### src/rtl/seq_det_pkg.sv
// Shared types and helpers for the runtime-programmable serial pattern detector.
// Latency: n/a (declarations only).
// Backpressure: n/a.
package seq_det_pkg;

    localparam int DEF_MAX_LEN = 8;
    localparam int DEF_CNT_W   = 16;

    typedef enum logic {
        DISARMED = 1'b0,
        ARMED    = 1'b1
    } seq_det_state_t;

    // Wide enough for any legal length (up to 32) so (1<<len) never overflows.
    function automatic logic [63:0] len_to_mask(input logic [7:0] len);
        return (64'd1 << len) - 64'd1;
    endfunction

endpackage

### src/rtl/seq_det_match.sv
// Masked comparator: raw match of the newest len window bits against the pattern.
// Latency: purely combinational.
// Backpressure: none; caller qualifies the result with valid/state.
module seq_det_match
    import seq_det_pkg::*;
#(
    parameter int MAX_LEN = DEF_MAX_LEN,
    parameter int LEN_W   = $clog2(MAX_LEN + 1)
) (
    input  logic [MAX_LEN-1:0] window_i,
    input  logic [MAX_LEN-1:0] pattern_i,
    input  logic [LEN_W-1:0]   len_i,
    input  logic [LEN_W-1:0]   fill_i,
    output logic               raw_match_o
);

    logic [63:0]  mask;
    logic [63:0]  window_ext;
    logic [63:0]  pattern_ext;
    logic [LEN_W:0] have_bits;
    logic [LEN_W:0] need_bits;
    logic         enough;

    always_comb begin
        mask        = len_to_mask(8'(len_i));
        window_ext  = 64'(window_i);
        pattern_ext = 64'(pattern_i);
        // fill history bits plus the bit on x must cover the whole pattern
        have_bits   = {1'b0, fill_i} + (LEN_W + 1)'(1);
        need_bits   = {1'b0, len_i};
        enough      = (len_i != '0) && (have_bits >= need_bits);
        raw_match_o = enough && ((window_ext & mask) == (pattern_ext & mask));
    end

endmodule

### src/rtl/seq_detector_param.sv
// Programmable serial bit-pattern detector, Mealy y; optional counter via SEQ_DET_MATCH_CNT_EN.
// Latency: y in the same cycle as the final bit; armed/cfg_err one cycle after cfg_load.
// Backpressure: none; x is consumed whenever x_valid is high, cfg_load takes priority.
module seq_detector_param
    import seq_det_pkg::*;
#(
    parameter int MAX_LEN = DEF_MAX_LEN,
    parameter int LEN_W   = $clog2(MAX_LEN + 1),
    parameter int CNT_W   = DEF_CNT_W
) (
    input  logic               clk,
    input  logic               reset_n,
    input  logic               x,
    input  logic               x_valid,
    input  logic               cfg_load,
    input  logic [MAX_LEN-1:0] cfg_pattern,
    input  logic [LEN_W-1:0]   cfg_len,
    input  logic               cfg_overlap,
    output logic               y,
    output logic               armed,
    output logic               cfg_err
`ifdef SEQ_DET_MATCH_CNT_EN
    ,
    output logic [CNT_W-1:0]   match_count
`endif
);

    localparam logic [LEN_W-1:0] FILL_MAX = LEN_W'(MAX_LEN - 1);
    localparam logic [LEN_W-1:0] LEN_MAX  = LEN_W'(MAX_LEN);

    seq_det_state_t     state_q, state_d;
    logic [MAX_LEN-2:0] hist_q, hist_d;
    logic [LEN_W-1:0]   fill_q, fill_d;
    logic [MAX_LEN-1:0] pat_q, pat_d;
    logic [LEN_W-1:0]   len_q, len_d;
    logic               ovl_q, ovl_d;
    logic               cfg_err_q, cfg_err_d;

    logic [MAX_LEN-1:0] window;
    logic               raw_match;
    logic               cfg_legal;

    assign window    = {hist_q, x};
    assign cfg_legal = (cfg_len != '0) && (cfg_len <= LEN_MAX);

    seq_det_match #(
        .MAX_LEN (MAX_LEN),
        .LEN_W   (LEN_W)
    ) u_match (
        .window_i    (window),
        .pattern_i   (pat_q),
        .len_i       (len_q),
        .fill_i      (fill_q),
        .raw_match_o (raw_match)
    );

    assign y       = (state_q == ARMED) && x_valid && !cfg_load && raw_match;
    assign armed   = (state_q == ARMED);
    assign cfg_err = cfg_err_q;

    always_comb begin
        state_d   = state_q;
        hist_d    = hist_q;
        fill_d    = fill_q;
        pat_d     = pat_q;
        len_d     = len_q;
        ovl_d     = ovl_q;
        cfg_err_d = 1'b0;
        if (cfg_load) begin
            // Any load, legal or not, restarts the history; the bit on x is dropped.
            hist_d    = '0;
            fill_d    = '0;
            cfg_err_d = !cfg_legal;
            if (cfg_legal) begin
                state_d = ARMED;
                pat_d   = cfg_pattern;
                len_d   = cfg_len;
                ovl_d   = cfg_overlap;
            end else begin
                state_d = DISARMED;
            end
        end else if ((state_q == ARMED) && x_valid) begin
            hist_d = window[MAX_LEN-2:0];
            if (y && !ovl_q) begin
                fill_d = '0;
            end else if (fill_q != FILL_MAX) begin
                fill_d = fill_q + LEN_W'(1);
            end
        end
    end

    always_ff @(posedge clk or negedge reset_n) begin
        if (!reset_n) begin
            state_q   <= DISARMED;
            hist_q    <= '0;
            fill_q    <= '0;
            pat_q     <= '0;
            len_q     <= '0;
            ovl_q     <= 1'b0;
            cfg_err_q <= 1'b0;
        end else begin
            state_q   <= state_d;
            hist_q    <= hist_d;
            fill_q    <= fill_d;
            pat_q     <= pat_d;
            len_q     <= len_d;
            ovl_q     <= ovl_d;
            cfg_err_q <= cfg_err_d;
        end
    end

`ifdef SEQ_DET_MATCH_CNT_EN
    logic [CNT_W-1:0] cnt_q, cnt_d;

    always_comb begin
        cnt_d = cnt_q;
        if (cfg_load) begin
            cnt_d = '0;
        end else if (y && (cnt_q != {CNT_W{1'b1}})) begin
            cnt_d = cnt_q + CNT_W'(1);
        end
    end

    always_ff @(posedge clk or negedge reset_n) begin
        if (!reset_n) begin
            cnt_q <= '0;
        end else begin
            cnt_q <= cnt_d;
        end
    end

    assign match_count = cnt_q;
`endif

endmodule

### config.mk
export PLATFORM = sky130hd
export DESIGN_NAME = seq_detector_param
export DESIGN_NICKNAME = d
export VERILOG_FILES = /design/src/rtl/seq_det_pkg.sv /design/src/rtl/seq_det_match.sv /design/src/rtl/seq_detector_param.sv
export SDC_FILE = /design/constraint.sdc
export NUM_CORES = 1
export LEC_CHECK = 0
export CORE_MARGIN = 4
export CORE_UTILIZATION = 53
export CTS_BUF_LIST = sky130_fd_sc_hd__clkbuf_16
export DETAILED_ROUTE_END_ITERATION = 8
export PLACE_DENSITY_LB_ADDON = 0.2
export SLEW_MARGIN = 5
export SYNTH_ARGS = -nofsm -noshare
export SYNTH_HDL_FRONTEND = slang
export SYNTH_SLANG_ARGS = --single-unit
### constraint.sdc
create_clock -name clk -period 3.63 [get_ports clk]
set_clock_uncertainty 0.05 [all_clocks]
set_input_delay 0.9075 -clock clk [delete_from_list [all_inputs] [get_ports clk]]
set_output_delay 0.9075 -clock clk [all_outputs]
set_load 0.03 [all_outputs]
==> results.md, run 1 <==
- Status: finished, final reports clean
- Final WL: between 3 and 4 mm
- PortBufs: 20
- Flop2flop setup slack: roughly 1.1 ns
- Internal power: 635 uW
- Clock tree buffer depth: 2
- Routed WL per cell: approximately 16 um
- Synth warnings: 0
- Gate Count Post-Synth: approximately 140
- Sw frac: 0.261
- First-pass GRT wire length: 5.17 mm
- Die Y: approximately 60 um
- Clock Latency Late Sink: 0.26 ns
- Required time of the critical path: 2.67 ns
- Prevailing post-synth register cell: dfrtp_1
- Via count: 1,084
- Setup crit end kind: output pin
- CTS Hold Buffers Added: 0
- Syn Nets: 162
- Netlist cell types: 32
- Clock Tree Root: clkbuf_16
- Post-route insts no fill: 194
- Arrival @ worst endpoint: approximately 2.6 ns
- Crit path largest cell delay: 0.37 ns
- Reg power frac: 0.402
- Worst Tran Pin Value: 0.559 ns
- Via/cell ratio: roughly 5.6
- Max Fclk: 285 MHz
- Initial antenna violation count: 0
- CP startpoint: len_q[1]
- Number of cell rows: 18
- Vias in the first global route: roughly 1,100
- Starting DRT DRC Count: 44
- Rel. slew slack: 0.626
- Max Cap Viol: 0
- Post-route minimum period: 3.51 ns
- Die X: 60.0 um
- Die area: 3600 um2
- Fin util: 0.716
- Commonest non-fill, non-tap cell in the layout: dfrtp_1
- CP endpoint: y
- Placed Cells: 188
- Share of cells above drive strength 1: 0.116
- Reg clk slew, reported paths: 0.07 ns
- Filler Cell Count: 176
- Post-route DRC violation count: 0
- CTS tree: done
- Total power: 859 uW
- Ports: 21
- CP Class: flop to output pin
- DRT Pass-1 Iters: 4
- Nets: approximately 190
- FFs w/ async S/R, synth: 1.00
- Starting Density: 0.568
- Synthesis-stage register bit count: 26
- CTS buffer count: 3
- Cell Chain, Critical Path: or2_1, or3_4, ha_2, and2_1, o2111ai_2, o211ai_1, nor4_4, buf_4
- Clock Power Share: 0.368
- Area of the multi-input gates: between 700 and 800 um2
- H-tree depth: 1
- TritonCTS sink count: 26
- Worst vdd ir: 0.000311 V
- Cell at the slowest stage of the critical path: dfrtp_1
- Reg2reg end: fill_q[1]
- Combinational group share of total power: 0.230
- Seq/Total Area, Yosys: 0.454
- Final Hold Fails: 0
- Leak Pwr: between 0.7 and 0.8 nW
- Crit Path Max Fanout: 4
- Grt ovf: 0
- PwrDens: 475 nW/um2
- Post-Syn Area per Cell: between 10 and 15 um2
- Antenna cells: 0
- EDFF count, synth: 0
- Gr usage total: 0.193
- Final number of setup-violating endpoints: 0
- Max-slew violation count: 0
- P_sw: 224 uW
- Pin count of the biggest net entering global routing: 27
- Critical Path Start Type: flop
- Worst hold path type: flop to flop
- Path depth of the worst reg2reg path: 9
- Fin Setup TNS: 0 ns
- Routability Congestion: ~0.80
- Post-DRT Antenna Nets: 0
- Post-DP HPWL: 2.16 mm
- Commonest non-fill, non-tap cells in the layout: 26 x dfrtp_1, 19 x clkdlybuf4s50_1, 17 x nand2_1
- Core ar.: 2520 um2
- Post-synthesis cell area: 1430 um2
- Reg2reg start: len_q[1]
- Area growth, synth to finish: 26.1%
- Final cycle utilization of the critical path: 0.967
- Sequential cell area: 651 um2
==> cell type report <==
cell class,instances,share of cell area
inverters,6,0.0125
clock inverters,1,0.0166
clock buffers,3,0.0416
multi-input cells,100,0.406
well taps,30,0.0208
flip-flops and latches,26,0.360
repair buffers,28,0.143
==> synth_stat cells, types with 2 or more instances <==
cell | number | area share
a211oi_1 | 4 | 0.021
mux2_1 | 12 | 0.094
o211ai_1 | 2 | 0.010
nand2_1 | 17 | 0.045
nor2_1 | 6 | 0.016
inv_1 | 6 | 0.016
dfrtp_1 | 26 | 0.45
a21oi_1 | 14 | 0.049
nand2b_1 | 3 | 0.013
nor3_1 | 3 | 0.010
nand3_1 | 3 | 0.010
clkbuf_1 | 3 | 0.0079
ha_1 | 6 | 0.052
o21ai_0 | 3 | 0.010
xnor2_1 | 4 | 0.024
and2_1 | 2 | 0.0087
xor2_1 | 9 | 0.055
==> worst min-delay path by stage <==
stage,startpoint,to,slack (ns),cells past startpoint
3_5_place_dp,ovl_q,ovl_q,0.45,1
3_3_place_gp,ovl_q,ovl_q,0.42,1
2_1_floorplan,ovl_q,ovl_q,0.41,1
5_1_grt,pat_q[6],pat_q[6],0.49,1
6_report,ovl_q,ovl_q,0.46,1
4_1_cts,ovl_q,ovl_q,0.46,1
==> metal layers <==
layer	share of wire	GRT usage	up-vias
met2	0.54	0.333	18
met1	0.42	0.248	534
met4	0.0049	0.0475	0
met5	0	0	-
met3	0.035	0.0346	2
li1	-	-	530
==> sequential cells by signal, indices dropped and copies added, names as in the netlist <==
register / flops
pat_q: 8
hist_q: 7
fill_q: 4
len_q: 4
armed: 1
cfg_err: 1
ovl_q: 1
==> power groups by stage <==
stage                     clock network (mW)  logic (mW)  registers (mW)
after floorplan                            0       0.117           0.353
after CTS                              0.322       0.193           0.346
after global routing                   0.335       0.217           0.350
after detailed placement                   0       0.189           0.351
final                                  0.316       0.197           0.346
after global placement                     0       0.179           0.349
==> cells by family (layout without fill, tap and decap cells) <==
| kind of cell | count (synthesis) | after routing | synth area share |
|---|---|---|---|
| AND/OR/NAND/NOR | 39 | 39 | 0.145 |
| flip-flops | 26 | 26 | 0.454 |
| adder cells (fa/ha/maj) | 6 | 6 | 0.0524 |
| buffers and inverters | 12 | 38 | 0.0402 |
| XOR/XNOR | 13 | 13 | 0.0795 |
| multiplexers | 13 | 13 | 0.101 |
| AO/OA/AOI/OAI | 29 | 29 | 0.128 |
==> worst max-delay path: cells and delay by family, from the launching register on <==
family	cells	cell delay [ns]
buf+inv	1	0.21
flops	1	0.37
fa+ha+maj	1	0.23
compound gates	2	0.36
simple gates	4	1.11
==> timing repair <==
| action | CTS | global route |
|---|---|---|
| resized for setup | 0 | 3 |
| setup buffers | 0 | 2 |
| endpoints found under the setup margin | 0 | 1 |
==> metrics by stage <==
stage                     area (um2)  hold slack (ns)  setup slack [ns]
after floorplan                 1430            0.414             0.414
after global placement          1680            0.425             0.319
after detailed placement        1680            0.450             0.260
after CTS                       1780            0.464            0.0534
after global routing            1810            0.491          -0.00230
final                           1810            0.460             0.121
Note: power is estimated with default switching activity, not from simulation.
==> run 2: changes to the inputs <==
--- a/config.mk
+++ b/config.mk
@@ -5,9 +5,9 @@
 export SDC_FILE = /design/constraint.sdc
 export NUM_CORES = 1
 export LEC_CHECK = 0
-export CORE_MARGIN = 4
 export CORE_UTILIZATION = 53
 export CTS_BUF_LIST = sky130_fd_sc_hd__clkbuf_16
+export CTS_CLUSTER_SIZE = 16
 export DETAILED_ROUTE_END_ITERATION = 8
 export PLACE_DENSITY_LB_ADDON = 0.2
 export SLEW_MARGIN = 5
==> run 2 against run 1 <==
Clock-buffer cell count did not move. Setup slack worse by 0.025 ns. Sequential power is 1% higher. Global-route usage rose by 3.4 points. Power down 10%. Worst hold slack got worse by 0.0036 ns. Routed wire length is 6.1% lower.
==> results.md, run 2 (synthesis results as in run 1) <==
- Largest register FFs: 8 (unchanged)
- Max-slew violation count: 0 (unchanged)
- Nets: 189 (unchanged)
- CTS buffer count: 3 (unchanged)
- Reg2reg start: len_q[1]
- Critical Path Start Type: flop
- Reg clk slew, reported paths: 0.06 ns (about the same)
- Gr usage total: 0.226 (+0.0335)
- Die Y: 54.0 um (-10%)
- Die X: 54.0 um (-10%)
- Post-Place Worst Slack: 0.281 ns (+0.0217 ns)
- Setup crit end kind: output pin
- Cts repair resizes: 0 (unchanged)
- Share of cells above drive strength 1: 0.0976 (-0.0183)
- Final WL: 2.85 mm (-6.1%)
- Combinational group share of total power: 0.235 (+0.005)
- Starting DRT DRC Count: 21 (-52%)
- Hold Crit Endpoint: ovl_q
- Ports: 21 (unchanged)
- H-tree depth: 1 (unchanged)
- TritonCTS sink count: 26 (unchanged)
- Post-route minimum period: 3.53 ns (+0.0253 ns)
- Required time of the critical path: 2.67 ns (about the same)
- Placed Cells: 187 (-0.53%)
- Pin count of the biggest net entering global routing: 27 (unchanged)
- Commonest non-fill, non-tap cells in the layout: 26 x dfrtp_1, 19 x clkdlybuf4s50_1, 17 x nand2_1
- Antenna cells: 0 (unchanged)
- Post-route cell area: 1770 um2 (-1.9%)
- Crit Path Max Fanout: 4 (unchanged)
- Reg2reg end: fill_q[3]
- Max Fclk: 283 MHz (-0.72%)
- Vias in the first global route: 1,021 (-9.5%)
- Clock Latency Late Sink: 0.25 ns (about the same)
- PortBufs: 20 (unchanged)
- CTS tree: done
- Initial antenna violation count: 0 (unchanged)
- Final cycle utilization of the critical path: 0.974 (+0.00698)
- Die area: 2910 um2 (-19%)
- Clock Tree Root: clkbuf_16
- PwrDens: 434 nW/um2 (-8.7%)
- Area growth, synth to finish: 23.7%
- Rel. slew slack: 0.612 (-0.0144)
- Final Hold Fails: 0 (unchanged)
- Reg power frac: 0.455 (+0.053)
- Post-route DRC violation count: 0 (unchanged)
- Status: finished, final reports clean
- Leak Pwr: 0.772 nW (-1.6%)
- Top reg by flops: pat_q
- P_sw: 212 uW (-5.6%)
- Number of cell rows: 18 (unchanged)
- Starting Density: 0.568 (unchanged)
- RSZ-0062 raised after global routing: no
- Internal power: 557 uW (-12%)
- Arrival @ worst endpoint: 2.58 ns (+0.03 ns)
- Core ar.: 2520 um2 (unchanged)
- DRT Pass-1 Iters: 4 (unchanged)
- Routability Congestion: 0.793 (-0.44%)
- Worst vdd ir: 0.000411 V (+32%)
- Clock Power Share: 0.310 (-0.058)
- Path depth of the worst reg2reg path: 10 (+1)
- Filler Cell Count: 188 (+6.8%)
- Via count: 1,079 (-0.46%)
- Post-DRT Antenna Nets: 0 (unchanged)
- Final worst slack: 0.0956 ns (-0.0253 ns)
- Cell Area, Placed: 1670 um2 (-0.45%)
- Largest regs: pat_q x8, hist_q x7
- Sequential cell area: 651 um2 (unchanged)
- Grt ovf: 0 (unchanged)
- Total power: 769 uW (-10%)
- CP startpoint: len_q[1]
- Post-route insts no fill: 194 (unchanged)
- Worst Hold Launch: ovl_q
- Routed WL per cell: 14.7 um (-6.1%)
- Worst hold path type: flop to flop
- Area of the multi-input gates: 724 um2 (-1.2%)
- Max Cap Viol: 0 (unchanged)
- Clock tree buffer depth: 2 (unchanged)
- Commonest non-fill, non-tap cell in the layout: dfrtp_1
- Sw frac: 0.275 (+0.0142)
- Final number of setup-violating endpoints: 0 (unchanged)
- Fin Setup TNS: 0 ns (unchanged)
- CP Class: flop to output pin
- Worst Tran Pin Value: 0.580 ns (+0.0215 ns)
- First-pass GRT wire length: 4.63 mm (-10%)
- WHS Path Cells: 1 (unchanged)
- Via/cell ratio: 5.56 (-0.46%)
- Flop2flop setup slack: 1.00 ns (-0.14 ns)
- Post-DP HPWL: 2.06 mm (-4.6%)
[run 2: cell types whose count changed in the layout (fill, tap and decap cells not counted), sizes merged]
cell	delta
bufinv	-1
clkinv	+1
[run 2: worst max-delay path by stage]
stage / endpoint / slack (ns)
floorplan: y / 0.41
global route: y / 0.003
global placement: y / 0.32
CTS: y / 0.07
detailed placement: y / 0.28
finish: y / 0.1
[run 2: worst max-delay path: stages (launching register included)]
cell	delay, ns
dfrtp_1	0.38
or2_0	0.26
or3_4	0.36
ha_1	0.26
and2_1	0.16
o2111ai_1	0.20
o211ai_1	0.17
nor4_4	0.33
buf_4	0.21
[run 2: routing by layer]
metal / vias up / global-route usage / part of all wire
li1: 529 / - / -
met1: 532 / 0.287 / 0.44
met5: - / 0 / 0
met3: 2 / 0.0480 / 0.026
met2: 16 / 0.393 / 0.54
met4: 0 / 0.0513 / 0.0035
[run 2: layout make-up]
cell class | instances | area share
clock inverters | 1 | 0.00212
well taps | 30 | 0.0212
clock buffers | 3 | 0.0424
repair buffers | 28 | 0.145
flip-flops and latches | 26 | 0.367
multi-input cells | 100 | 0.409
inverters | 6 | 0.0127
[run 2: power by group through the flow]
stage	logic, mW	clock network [mW]	registers, mW
2_1_floorplan	0.117	0	0.353
6_report	0.181	0.238	0.350
3_5_place_dp	0.177	0	0.356
3_3_place_gp	0.171	0	0.353
5_1_grt	0.199	0.256	0.354
4_1_cts	0.181	0.244	0.350
[run 2: metrics by stage]
step / utilization / hold slack (ns)
CTS: 0.693 / 0.469
detailed placement: 0.662 / 0.454
global route: 0.702 / 0.472
finish: 0.702 / 0.457
global placement: 0.662 / 0.424
floorplan: - / 0.414
[run 2: what timing repair did]
action	CTS	global route
setup buffers	0	3
setup endpoints to repair	0	1
hold buffers	0	0
==> run 3: changes to the inputs <==
--- a/config.mk
+++ b/config.mk
@@ -5,11 +5,12 @@
 export SDC_FILE = /design/constraint.sdc
 export NUM_CORES = 1
 export LEC_CHECK = 0
-export CORE_UTILIZATION = 53
+export CORE_UTILIZATION = 48
 export CTS_BUF_LIST = sky130_fd_sc_hd__clkbuf_16
-export CTS_CLUSTER_SIZE = 16
+export CTS_CLUSTER_SIZE = 20
 export DETAILED_ROUTE_END_ITERATION = 8
 export PLACE_DENSITY_LB_ADDON = 0.2
+export SKIP_CTS_REPAIR_TIMING = 1
 export SLEW_MARGIN = 5
 export SYNTH_ARGS = -nofsm -noshare
 export SYNTH_HDL_FRONTEND = slang
==> constraint.sdc (replaced) <==
create_clock -name clk -period 3.1 [get_ports clk]
set_clock_uncertainty 0.05 [all_clocks]
set_input_delay 0.775 -clock clk [delete_from_list [all_inputs] [get_ports clk]]
set_output_delay 0.775 -clock clk [all_outputs]
set_load 0.03 [all_outputs]
==> run 3 against run 2 <==
The run now ends with negative setup slack left. Clock-buffer cell count did not move. Setup slack lost 0.17 ns. Die area grew 10%. First-iteration DRC count rose by 24%. Design area rose by 4.9%. Sequential share of layout area shrank 1.7 points. Critical path depth did not move. Via count increased by 2.3%. Global-route usage decreased by 0.99 points. Non-clock buffer count rose by 4. Routed wire length rose by 11%. Clock power grew 59%. Highest routed layer unchanged.
==> results.md, run 3 (synthesis results as in run 1) <==
- Die Y: 56.6 um (+4.9%)
- Ports: 21 (unchanged)
- Die area: 3210 um2 (+10%)
- Starting Density: 0.515 (-0.0529)
- Rel. slew slack: 0.626 (+0.0137)
- Routed WL per cell: 15.9 um (+8.4%)
- Die X: 56.6 um (+4.9%)
- Nets: 193 (+2.1%)
- Final cycle utilization of the critical path: 1.02
- Number of cell rows: 19 (+1)
- Via/cell ratio: 5.55 (-0.25%)
- Status: complete, but fails checks
- Cell Area, Placed: 1700 um2 (+1.9%)
- Share of cells above drive strength 1: 0.155 (+0.0572)
- Post-DRT Antenna Nets: 0 (unchanged)
- CP Class: flop to output pin
- Post-route insts no fill: 199 (+2.6%)
- Final number of setup-violating endpoints: 1 (+1)
- Vias in the first global route: 1,144 (+12%)
- Clock Tree Root: clkbuf_16
- PwrDens: 558 nW/um2 (+29%)
- Cell Chain, Critical Path: or2_1, or3_4, ha_4, and2_4, o2111ai_2, o211ai_1, nor4_4, buf_4
- Required time of the critical path: 2.27 ns (-0.40 ns)
- Filler Cell Count: 220 (+17%)
- Failing checks: negative setup slack
- H-tree depth: 1 (unchanged)
- WP buf/inv: 1 (unchanged)
- Final WL: 3.17 mm (+11%)
- Cell at the slowest stage of the critical path: or3_4
- Clock Latency Late Sink: 0.26 ns (about the same)
- Post-route DRC violation count: 0 (unchanged)
- Core ar.: 2780 um2 (+10%)
- TritonCTS sink count: 26 (unchanged)
- DRT Pass-1 Iters: 4 (unchanged)
- Flop2flop setup slack: 0.70 ns (-0.30 ns)
- Fin Setup TNS: -0.0741 ns (-0.0741 ns)
- Routability Congestion: 0.880 (+11%)
- Crit path largest cell delay: 0.42 ns (+0.04 ns)
- CTS buffer count: 3 (unchanged)
- Max Fclk: 315 MHz
- Antenna cells: 0 (unchanged)
- PortBufs: 20 (unchanged)
- Worst Tran Pin Value: 0.560 ns (-0.0206 ns)
- Grt ovf: 0 (unchanged)
- Commonest non-fill, non-tap cell in the layout: dfrtp_1
- Post-route minimum period: 3.17 ns
- Largest register FFs: 8 (unchanged)
- Commonest non-fill, non-tap cells in the layout: 26 x dfrtp_1, 19 x clkdlybuf4s50_1, 17 x nand2_1
- Hold Slack: 0.442 ns (-0.0151 ns)
- Max-slew violation count: 0 (unchanged)
- Largest regs: pat_q x8, hist_q x7
- Clock tree buffer depth: 2 (unchanged)
- RSZ-0062 raised after global routing: yes
- Setup crit end kind: output pin
- Placed Cells: 192 (+2.7%)
- Area growth, synth to finish: 29.7%
- Final Hold Fails: 0 (unchanged)
- Arrival @ worst endpoint: 2.35 ns (-0.23 ns)
- Post-route cell area: 1860 um2 (+4.9%)
- Post-DP HPWL: 2.11 mm (+2.2%)
- Worst hold path type: flop to flop
- First-pass GRT wire length: 5.17 mm (+12%)
- Crit Path Max Fanout: 4 (unchanged)
- Critical Path Start Type: flop
- Via count: 1,104 (+2.3%)
- CTS tree: done
- Reg clk slew, reported paths: 0.07 ns (about the same)
- Final worst slack: -0.0741 ns (-0.170 ns)
- Top reg by flops: pat_q
- Worst vdd ir: 0.000437 V (+6.3%)
- Starting DRT DRC Count: 26 (+24%)
- Leak Pwr: 0.805 nW (+4.3%)
- Gr usage total: 0.216 (-0.00989)
- Initial antenna violation count: 0 (unchanged)
- Cell family with most CP delay: simple AND/OR/NAND/NOR gates
- Pin count of the biggest net entering global routing: 27 (unchanged)
- Max Cap Viol: 0 (unchanged)
[run 3: layer usage]
metal | global-route usage | part of all wire
met1 | 0.278 | 0.45
met2 | 0.361 | 0.48
met3 | 0.0300 | 0.040
met4 | 0.0976 | 0.024
met5 | 0 | 0
[run 3: path summary, 6_finish.rpt]
path | startpoint | end | cells past startpoint
worst max register to register | len_q[3] | fill_q[1] | 9
worst max-delay path | len_q[3] | y | 8
max in group asynchronous | reset_n | fill_q[0] | 2
min in group asynchronous | reset_n | len_q[2] | 2
worst min register to register | ovl_q | ovl_q | 1
worst min-delay path | ovl_q | ovl_q | 1
[run 3: worst register-to-register path, delay by kind of cell (launching register included)]
family,cells,cell delay [ns]
compound gates,3,0.55
fa+ha+maj,1,0.19
buf+inv,1,0.15
flops,1,0.38
simple gates,4,1.00
[run 3: report_power, final]
group / total, mW / leakage, nW / internal [mW] / switching (mW)
logic: 0.254 / 0.422 / 0.130 / 0.125
clock network: 0.379 / 0.0511 / 0.257 / 0.122
registers: 0.403 / 0.332 / 0.375 / 0.0284
total: 1.04 / 0.805 / 0.762 / 0.275
[run 3: layout make-up]
type                       count  area (um2)  area share
timing repair buffer          32         288       0.155
inverter                       6        22.5      0.0121
clock buffer                   3        75.1      0.0404
clock inverter                 1        30.0      0.0162
sequential                    26         651       0.350
tap                           31        38.8      0.0209
multi-input combinational    100         753       0.405
[run 3: metrics by stage]
stage / power [mW] / utilization / setup slack (ns)
detailed placement: 0.633 / 0.612 / 0.0632
global route: 1.09 / 0.668 / -0.150
floorplan: 0.550 / - / 0.0169
global placement: 0.626 / 0.612 / 0.0805
CTS: 1.01 / 0.650 / -0.268
finish: 1.04 / 0.668 / -0.0741
